===== src/rtl/mem_read_burst_request_generator.sv =====
// Converts pixel-index fetches into whole-line AXI4 read-address bursts with a request FIFO and
// an outstanding-burst cap. Optional same-line merging is compiled in with MRGEN_TAG_FILTER_EN.
`timescale 1ns/1ps
module mem_read_burst_request_generator #(
  parameter int unsigned STREAM_WIDTH    = 32,
  parameter int unsigned ADDR_WIDTH      = 32,
  parameter int unsigned ID_WIDTH        = 8,
  parameter int unsigned PIXEL_WIDTH     = 16,
  parameter int unsigned BURST_BEATS     = 4,
  parameter int unsigned REQ_FIFO_DEPTH  = 4,
  parameter int unsigned MAX_OUTSTANDING = 4
) (
  input  logic                  aclk,
  input  logic                  reset,
  input  logic [ADDR_WIDTH-1:0] confAddr,
  input  logic                  s_fetch_axis_tvalid,
  output logic                  s_fetch_axis_tready,
  input  logic                  s_fetch_axis_tlast,
  input  logic [ADDR_WIDTH-1:0] s_fetch_axis_tdest,
  output logic [ID_WIDTH-1:0]   m_mem_axi_arid,
  output logic [ADDR_WIDTH-1:0] m_mem_axi_araddr,
  output logic [7:0]            m_mem_axi_arlen,
  output logic [2:0]            m_mem_axi_arsize,
  output logic [1:0]            m_mem_axi_arburst,
  output logic                  m_mem_axi_arlock,
  output logic [3:0]            m_mem_axi_arcache,
  output logic [2:0]            m_mem_axi_arprot,
  output logic                  m_mem_axi_arvalid,
  input  logic                  m_mem_axi_arready,
  input  logic                  m_mem_axi_rvalid,
  input  logic                  m_mem_axi_rready,
  input  logic                  m_mem_axi_rlast
);

  localparam int unsigned LinePix   = BURST_BEATS * STREAM_WIDTH / PIXEL_WIDTH;
  localparam int unsigned TagShift  = $clog2(LinePix);
  localparam int unsigned LineShift = $clog2(BURST_BEATS * STREAM_WIDTH / 8);
  localparam int unsigned PtrW      = $clog2(REQ_FIFO_DEPTH);
  localparam int unsigned CntW      = PtrW + 1;

  typedef enum logic [0:0] {StIdle, StWait} state_e;

  state_e                state_q, state_d;
  logic [ADDR_WIDTH-1:0] araddr_q, araddr_d;
  logic [ID_WIDTH-1:0]   arid_q, arid_d;
  logic [7:0]            out_q, out_d;

  logic [ADDR_WIDTH-1:0] fifo_mem [REQ_FIFO_DEPTH];
  logic [PtrW-1:0]       wr_ptr_q, rd_ptr_q;
  logic [CntW-1:0]       count_q, count_d;

  logic [ADDR_WIDTH-1:0] tag;
  logic                  fifo_full, fifo_empty;
  logic                  accept, push, pop, r_done;

  assign tag        = s_fetch_axis_tdest >> TagShift;
  assign fifo_full  = (count_q == CntW'(REQ_FIFO_DEPTH));
  assign fifo_empty = (count_q == '0);
  assign accept     = s_fetch_axis_tvalid && s_fetch_axis_tready;
  assign pop        = (state_q == StIdle) && !fifo_empty && (out_q < 8'(MAX_OUTSTANDING));
  assign r_done     = m_mem_axi_rvalid && m_mem_axi_rready && m_mem_axi_rlast;

  assign s_fetch_axis_tready = !fifo_full;

`ifdef MRGEN_TAG_FILTER_EN
  logic [ADDR_WIDTH-1:0] last_tag_q;
  logic                  tag_vld_q;
  logic                  hit;

  assign hit  = tag_vld_q && (tag == last_tag_q);
  assign push = accept && !hit;

  // tlast ends a run, so the next beat always starts a new request.
  always_ff @(posedge aclk or posedge reset) begin
    if (reset) begin
      last_tag_q <= '0;
      tag_vld_q  <= 1'b0;
    end else if (accept) begin
      if (s_fetch_axis_tlast) begin
        tag_vld_q <= 1'b0;
      end else begin
        last_tag_q <= tag;
        tag_vld_q  <= 1'b1;
      end
    end
  end
`else
  logic unused_tlast;
  assign unused_tlast = s_fetch_axis_tlast;
  assign push         = accept;
`endif

  always_ff @(posedge aclk) begin
    if (push) fifo_mem[wr_ptr_q] <= tag;
  end

  always_comb begin
    count_d = count_q;
    unique case ({push, pop})
      2'b10:   count_d = count_q + 1'b1;
      2'b01:   count_d = count_q - 1'b1;
      default: count_d = count_q;
    endcase
  end

  always_comb begin
    state_d  = state_q;
    araddr_d = araddr_q;
    arid_d   = arid_q;
    unique case (state_q)
      StIdle: begin
        if (pop) begin
          araddr_d = confAddr + (fifo_mem[rd_ptr_q] << LineShift);
          state_d  = StWait;
        end
      end
      StWait: begin
        if (m_mem_axi_arready) begin
          arid_d  = arid_q + 1'b1;
          state_d = StIdle;
        end
      end
      default: state_d = StIdle;
    endcase
  end

  // Completions with nothing outstanding (e.g. stragglers after reset) are dropped.
  always_comb begin
    out_d = out_q;
    if (pop && !r_done) begin
      out_d = out_q + 1'b1;
    end else if (!pop && r_done && (out_q != '0)) begin
      out_d = out_q - 1'b1;
    end
  end

  always_ff @(posedge aclk or posedge reset) begin
    if (reset) begin
      state_q  <= StIdle;
      araddr_q <= '0;
      arid_q   <= '0;
      out_q    <= '0;
      wr_ptr_q <= '0;
      rd_ptr_q <= '0;
      count_q  <= '0;
    end else begin
      state_q  <= state_d;
      araddr_q <= araddr_d;
      arid_q   <= arid_d;
      out_q    <= out_d;
      count_q  <= count_d;
      if (push) wr_ptr_q <= wr_ptr_q + 1'b1;
      if (pop)  rd_ptr_q <= rd_ptr_q + 1'b1;
    end
  end

  assign m_mem_axi_arid    = arid_q;
  assign m_mem_axi_araddr  = araddr_q;
  assign m_mem_axi_arvalid = (state_q == StWait);
  assign m_mem_axi_arlen   = 8'(BURST_BEATS - 1);
  assign m_mem_axi_arsize  = 3'($clog2(STREAM_WIDTH / 8));
  assign m_mem_axi_arburst = 2'b01;
  assign m_mem_axi_arlock  = 1'b0;
  assign m_mem_axi_arcache = 4'b0000;
  assign m_mem_axi_arprot  = 3'b000;

endmodule


===== config.mk =====
export PLATFORM = sky130hd
export DESIGN_NAME = mem_read_burst_request_generator
export DESIGN_NICKNAME = d
export VERILOG_FILES = /design/src/rtl/mem_read_burst_request_generator.sv
export SDC_FILE = /design/constraint.sdc
export NUM_CORES = 1
export LEC_CHECK = 0
export CAP_MARGIN = 10
export CELL_PAD_IN_SITES_DETAIL_PLACEMENT = 1
export CELL_PAD_IN_SITES_GLOBAL_PLACEMENT = 1
export CORE_MARGIN = 4
export CORE_UTILIZATION = 25
export DETAILED_ROUTE_END_ITERATION = 12
export GPL_TIMING_DRIVEN = 0
export PLACE_DENSITY_LB_ADDON = 0.1
export SKIP_LAST_GASP = 1
export SYNTH_ARGS = -nofsm -noshare
export SYNTH_HDL_FRONTEND = slang
export SYNTH_SLANG_ARGS = --single-unit

===== constraint.sdc =====
create_clock -name aclk -period 3.7 [get_ports aclk]
set_input_delay 0.74 -clock aclk [delete_from_list [all_inputs] [get_ports aclk]]
set_output_delay 0.74 -clock aclk [all_outputs]
set_load 0.005 [all_outputs]

==> results.rst <==
.. list-table::
   :header-rows: 1

   * - Metric
     - Value
   * - Run status
     - complete, no violations
   * - Maximum fanout count along the critical path
     - 9
   * - Number of antenna violations at the first check in global routing
     - 0
   * - Starting density of the core
     - 0.256
   * - Detailed-routed wire length on met3
     - 699 µm
   * - Number of global-route vias before repair
     - 5,921
   * - Hold Vio Cnt, Final
     - 0
   * - Highest Signal Layer
     - met4
   * - Number of placed I/O pins
     - 135
   * - CP required
     - 4.06 ns
   * - Period minus WS final
     - 3.53 ns
   * - Largest area contributor in the synthesized netlist
     - sky130_fd_sc_hd__edfxtp_1
   * - Summed instance area of the synthesized netlist
     - 8130 µm²
   * - Wire length of the first global-routing pass
     - 35,000 µm
   * - Total of warnings raised by yosys
     - 0
   * - Maximum number of pins on one net before global-route repair
     - 33
   * - Remaining DRCs
     - 0
   * - Number of register bits inferred by synthesis
     - 168
   * - Count of routing violations after the opening detailed-route iteration
     - 222
   * - Drt wl/cell
     - 18.4 µm
   * - Total buffers and inverters traversed by the critical path
     - 1
   * - Detailed route wirelength on metal2
     - 11,100 µm
   * - H-tree depth
     - 4
   * - Final Cell Area
     - 10,700 µm²
   * - Horiz. Die Dim
     - 188 µm
   * - Setup TNS after final layout
     - 0 ns
   * - Detailed-router iteration count before antenna repair
     - 5
   * - Cell Area, Placed
     - 9960 µm²
   * - Achievable frequency
     - 283 MHz
   * - Switch Pwr
     - 3380 µW
   * - Number of cells produced by synthesis
     - 616
   * - Power Density
     - 848 nW/µm²
   * - Leakage
     - 0.00404 µW
   * - CTS tree
     - yes
   * - Proportion of layout cells with a drive suffix above 1
     - 0.159
   * - Leading cell types by total area after synthesis
     - sky130_fd_sc_hd__edfxtp_1 (41%), sky130_fd_sc_hd__dfrtp_1 (17%), sky130_fd_sc_hd__mux4_2 (7.8%)
   * - Most frequent standard cell in the layout excluding fill and tap cells
     - sky130_fd_sc_hd__edfxtp_1
   * - Max rail drop VDD
     - 0.000321 V
   * - Sink count of the clock tree
     - 168
   * - Number of slew-limit violations in the final report
     - 0
   * - Net switching share of the total power
     - 0.374
   * - Net total in the final layout
     - 880
   * - Global routing usage summed across all routing layers
     - 0.129
   * - Overall via count from detail_route
     - 5,360
   * - Area added between synthesis and finish
     - 31.1%
   * - Clock transition at the registers of the reported paths
     - 0.07 ns
   * - Num CTS Buffers
     - 17
   * - Synth async-reset ratio
     - 0.333
   * - CP cell instances
     - nor4_2 > nand2_1 > or3_1 > inv_2 > nand2_2 > ha_1 > a21o_1 > a21oi_1 > nor2b_1 > o21a_1 > o41ai_2 > mux2i_1 > xor2_1
   * - Crit path capture type
     - register
   * - Port Buffer Count
     - 108
   * - Clock latency on the worst-skew pair
     - 0.43 ns
   * - Post-detailed-route count of antenna-violating nets
     - 0
   * - Number of buffers between clock root and the deepest sink
     - 2
   * - Proportion of synthesized chip area in sequential cells
     - 0.586
   * - Setup violators final
     - 0
   * - Critical path class
     - reg2reg
   * - Clk network pwr share
     - 0.213
   * - Combinational cell fraction of total power
     - 0.465
   * - Commonest non-fill, non-tap cells in the layout
     - sky130_fd_sc_hd__edfxtp_1 (112), sky130_fd_sc_hd__clkdlybuf4s50_1 (108), sky130_fd_sc_hd__nand2_1 (74)
   * - Mean instance size in the synthesized netlist
     - 13.2 µm²
   * - Number of antenna cells inserted
     - 0
   * - Stage delay of the slowest cell on the critical path
     - 0.42 ns
   * - Die extent in y
     - 188 µm
   * - Post-detailed-routing wire length
     - 22,400 µm
   * - Max cap viols
     - 0
   * - Worst min path class
     - reg2reg
   * - Number of hold-repair buffers added at the cts stage
     - 0
   * - Routability congestion estimate
     - 0.801
   * - Period Utilization, post-route
     - 0.953
   * - Die Outline Area
     - 35,500 µm²
   * - Number of distinct standard cells referenced by the synthesized netlist
     - 57
   * - Most instantiated flip-flop cell in the synthesis netlist
     - sky130_fd_sc_hd__edfxtp_1
   * - Metal-1 WL
     - 10,300 µm
   * - Clock Tree Root
     - sky130_fd_sc_hd__clkbuf_16
   * - Worst clock skew on the final layout
     - 0.00847 ns
   * - Placement Rows
     - 65
   * - Arrival time worst endpoint
     - 3.88 ns
   * - Detailed placement HPWL
     - 17,300 µm
   * - Mean number of vias per cell
     - 4.42
   * - Top cell family by delay on the critical path
     - simple AND/OR/NAND/NOR gates
   * - Startpoint type of the worst setup path
     - register
   * - Slew Limit Headroom
     - 0.556
   * - Number of enable flip-flop cells after synthesis
     - 112
   * - Area inside the core boundary
     - 31,800 µm²
   * - Worst Hold Margin
     - 0.471 ns
   * - Share of the synthesized area in the top cell type
     - 0.414
   * - Total global routing overflow
     - 0
   * - Slowest CP cell
     - sky130_fd_sc_hd__dfrtp_1
   * - Part of the total power dissipated in sequential elements
     - 0.321
   * - Internal power consumption
     - 5660 µW
   * - Tightest Pin Transition
     - 0.666 ns
==> worst paths after layout <==
kind	from	end	slack [ns]	cells past startpoint
min in group asynchronous	reset	m_mem_axi_araddr[3]$_DFFE_PP0P_	0.73	2
max in group asynchronous	reset	m_mem_axi_araddr[20]$_DFFE_PP0P_	2.34	3
worst min register to register	out_q[7]$_DFFE_PP0P_	out_q[7]$_DFFE_PP0P_	0.47	1
worst min-delay path	out_q[7]$_DFFE_PP0P_	out_q[7]$_DFFE_PP0P_	0.47	1
worst max-delay path	out_q[6]$_DFFE_PP0P_	out_q[7]$_DFFE_PP0P_	0.17	13
worst max register to register	out_q[6]$_DFFE_PP0P_	out_q[7]$_DFFE_PP0P_	0.17	13
==> power by group through the flow <==
stage	Clock [µW]	Combinational [µW]	Sequential [µW]
finish	1930	4200	2900
CTS	2000	4260	2920
floorplan	0	2710	2820
global route	2080	4700	2970
detailed placement	0	4240	2920
global placement	0	4090	2910
==> metal layers <==
metal	track usage	vias up
met2	0.220	104
met1	0.166	2698
met3	0.0283	20
met4	0.0339	0
met5	0	-
li1	-	2538
==> repair_timing <==
item                                    CTS  global route
resized for setup                        11            12
setup buffers                             0             1
pin swaps                                 0             1
endpoints found under the hold margin     0             0
endpoints found under the setup margin   22             7
==> area by class of cell <==
| cell class | instances | area, µm² |
|---|---|---|
| Multi-Input combinational cell | 410 | 3180 |
| Timing Repair Buffer | 114 | 1220 |
| Buffer | 39 | 253 |
| Clock inverter | 15 | 211 |
| Clock buffer | 17 | 425 |
| Sequential cell | 168 | 4770 |
| Fill cell | 3417 | 21100 |
| Inverter | 16 | 60.1 |
| Tap cell | 435 | 544 |
==> Yosys cell counts, drive strengths merged, types with 2 or more instances <==
cell and number:
mux4 28, nand2 76, xor2 18, a21oi 34, conb 2, and3 7
a211oi 5, o21bai 5, edfxtp 112, a21o 6, o211ai 5, fa 3
ha 39, dfrtp 56, o21a 7, a21boi 3, nand3 9, nor4 2
nor2 32, a31oi 2, nor3 6, mux2i 3, and2 3, mux2 2
inv 16, o31ai 4, xnor2 23, buf 29, nand4 5, clkbuf 12
o21ai 50, or3 2
==> registers in the layout (all words and copies together) (netlist names) <==
register / count
fifo_mem: 112
m_mem_axi_araddr: 32
m_mem_axi_arid: 8
out_q: 8
count_q: 3
rd_ptr_q: 2
wr_ptr_q: 2
m_mem_axi_arvalid: 1
==> through the flow <==
stage | setup WS, ns | std cells | utilization | total power (µW)
6_report | 0.172 | 1214 | 0.335 | 9030
5_1_grt | -0.0124 | 1214 | 0.335 | 9750
4_1_cts | -0.0588 | 1214 | 0.334 | 9180
3_5_place_dp | -1.02 | 1183 | 0.313 | 7160
3_3_place_gp | -1.02 | 1178 | 0.309 | 7000
2_1_floorplan | 0.231 | 635 | - | 5530
==> logic make-up after synthesis <==
kind of cell    share of synthesized area
flops                               0.586
xor+xnor                           0.0442
fa+ha+maj                          0.0674
other cells                      0.000924
mux                                0.0845
compound gates                      0.103
buf+inv                            0.0379
simple gates                       0.0764
(Power assumes the default switching activity.)
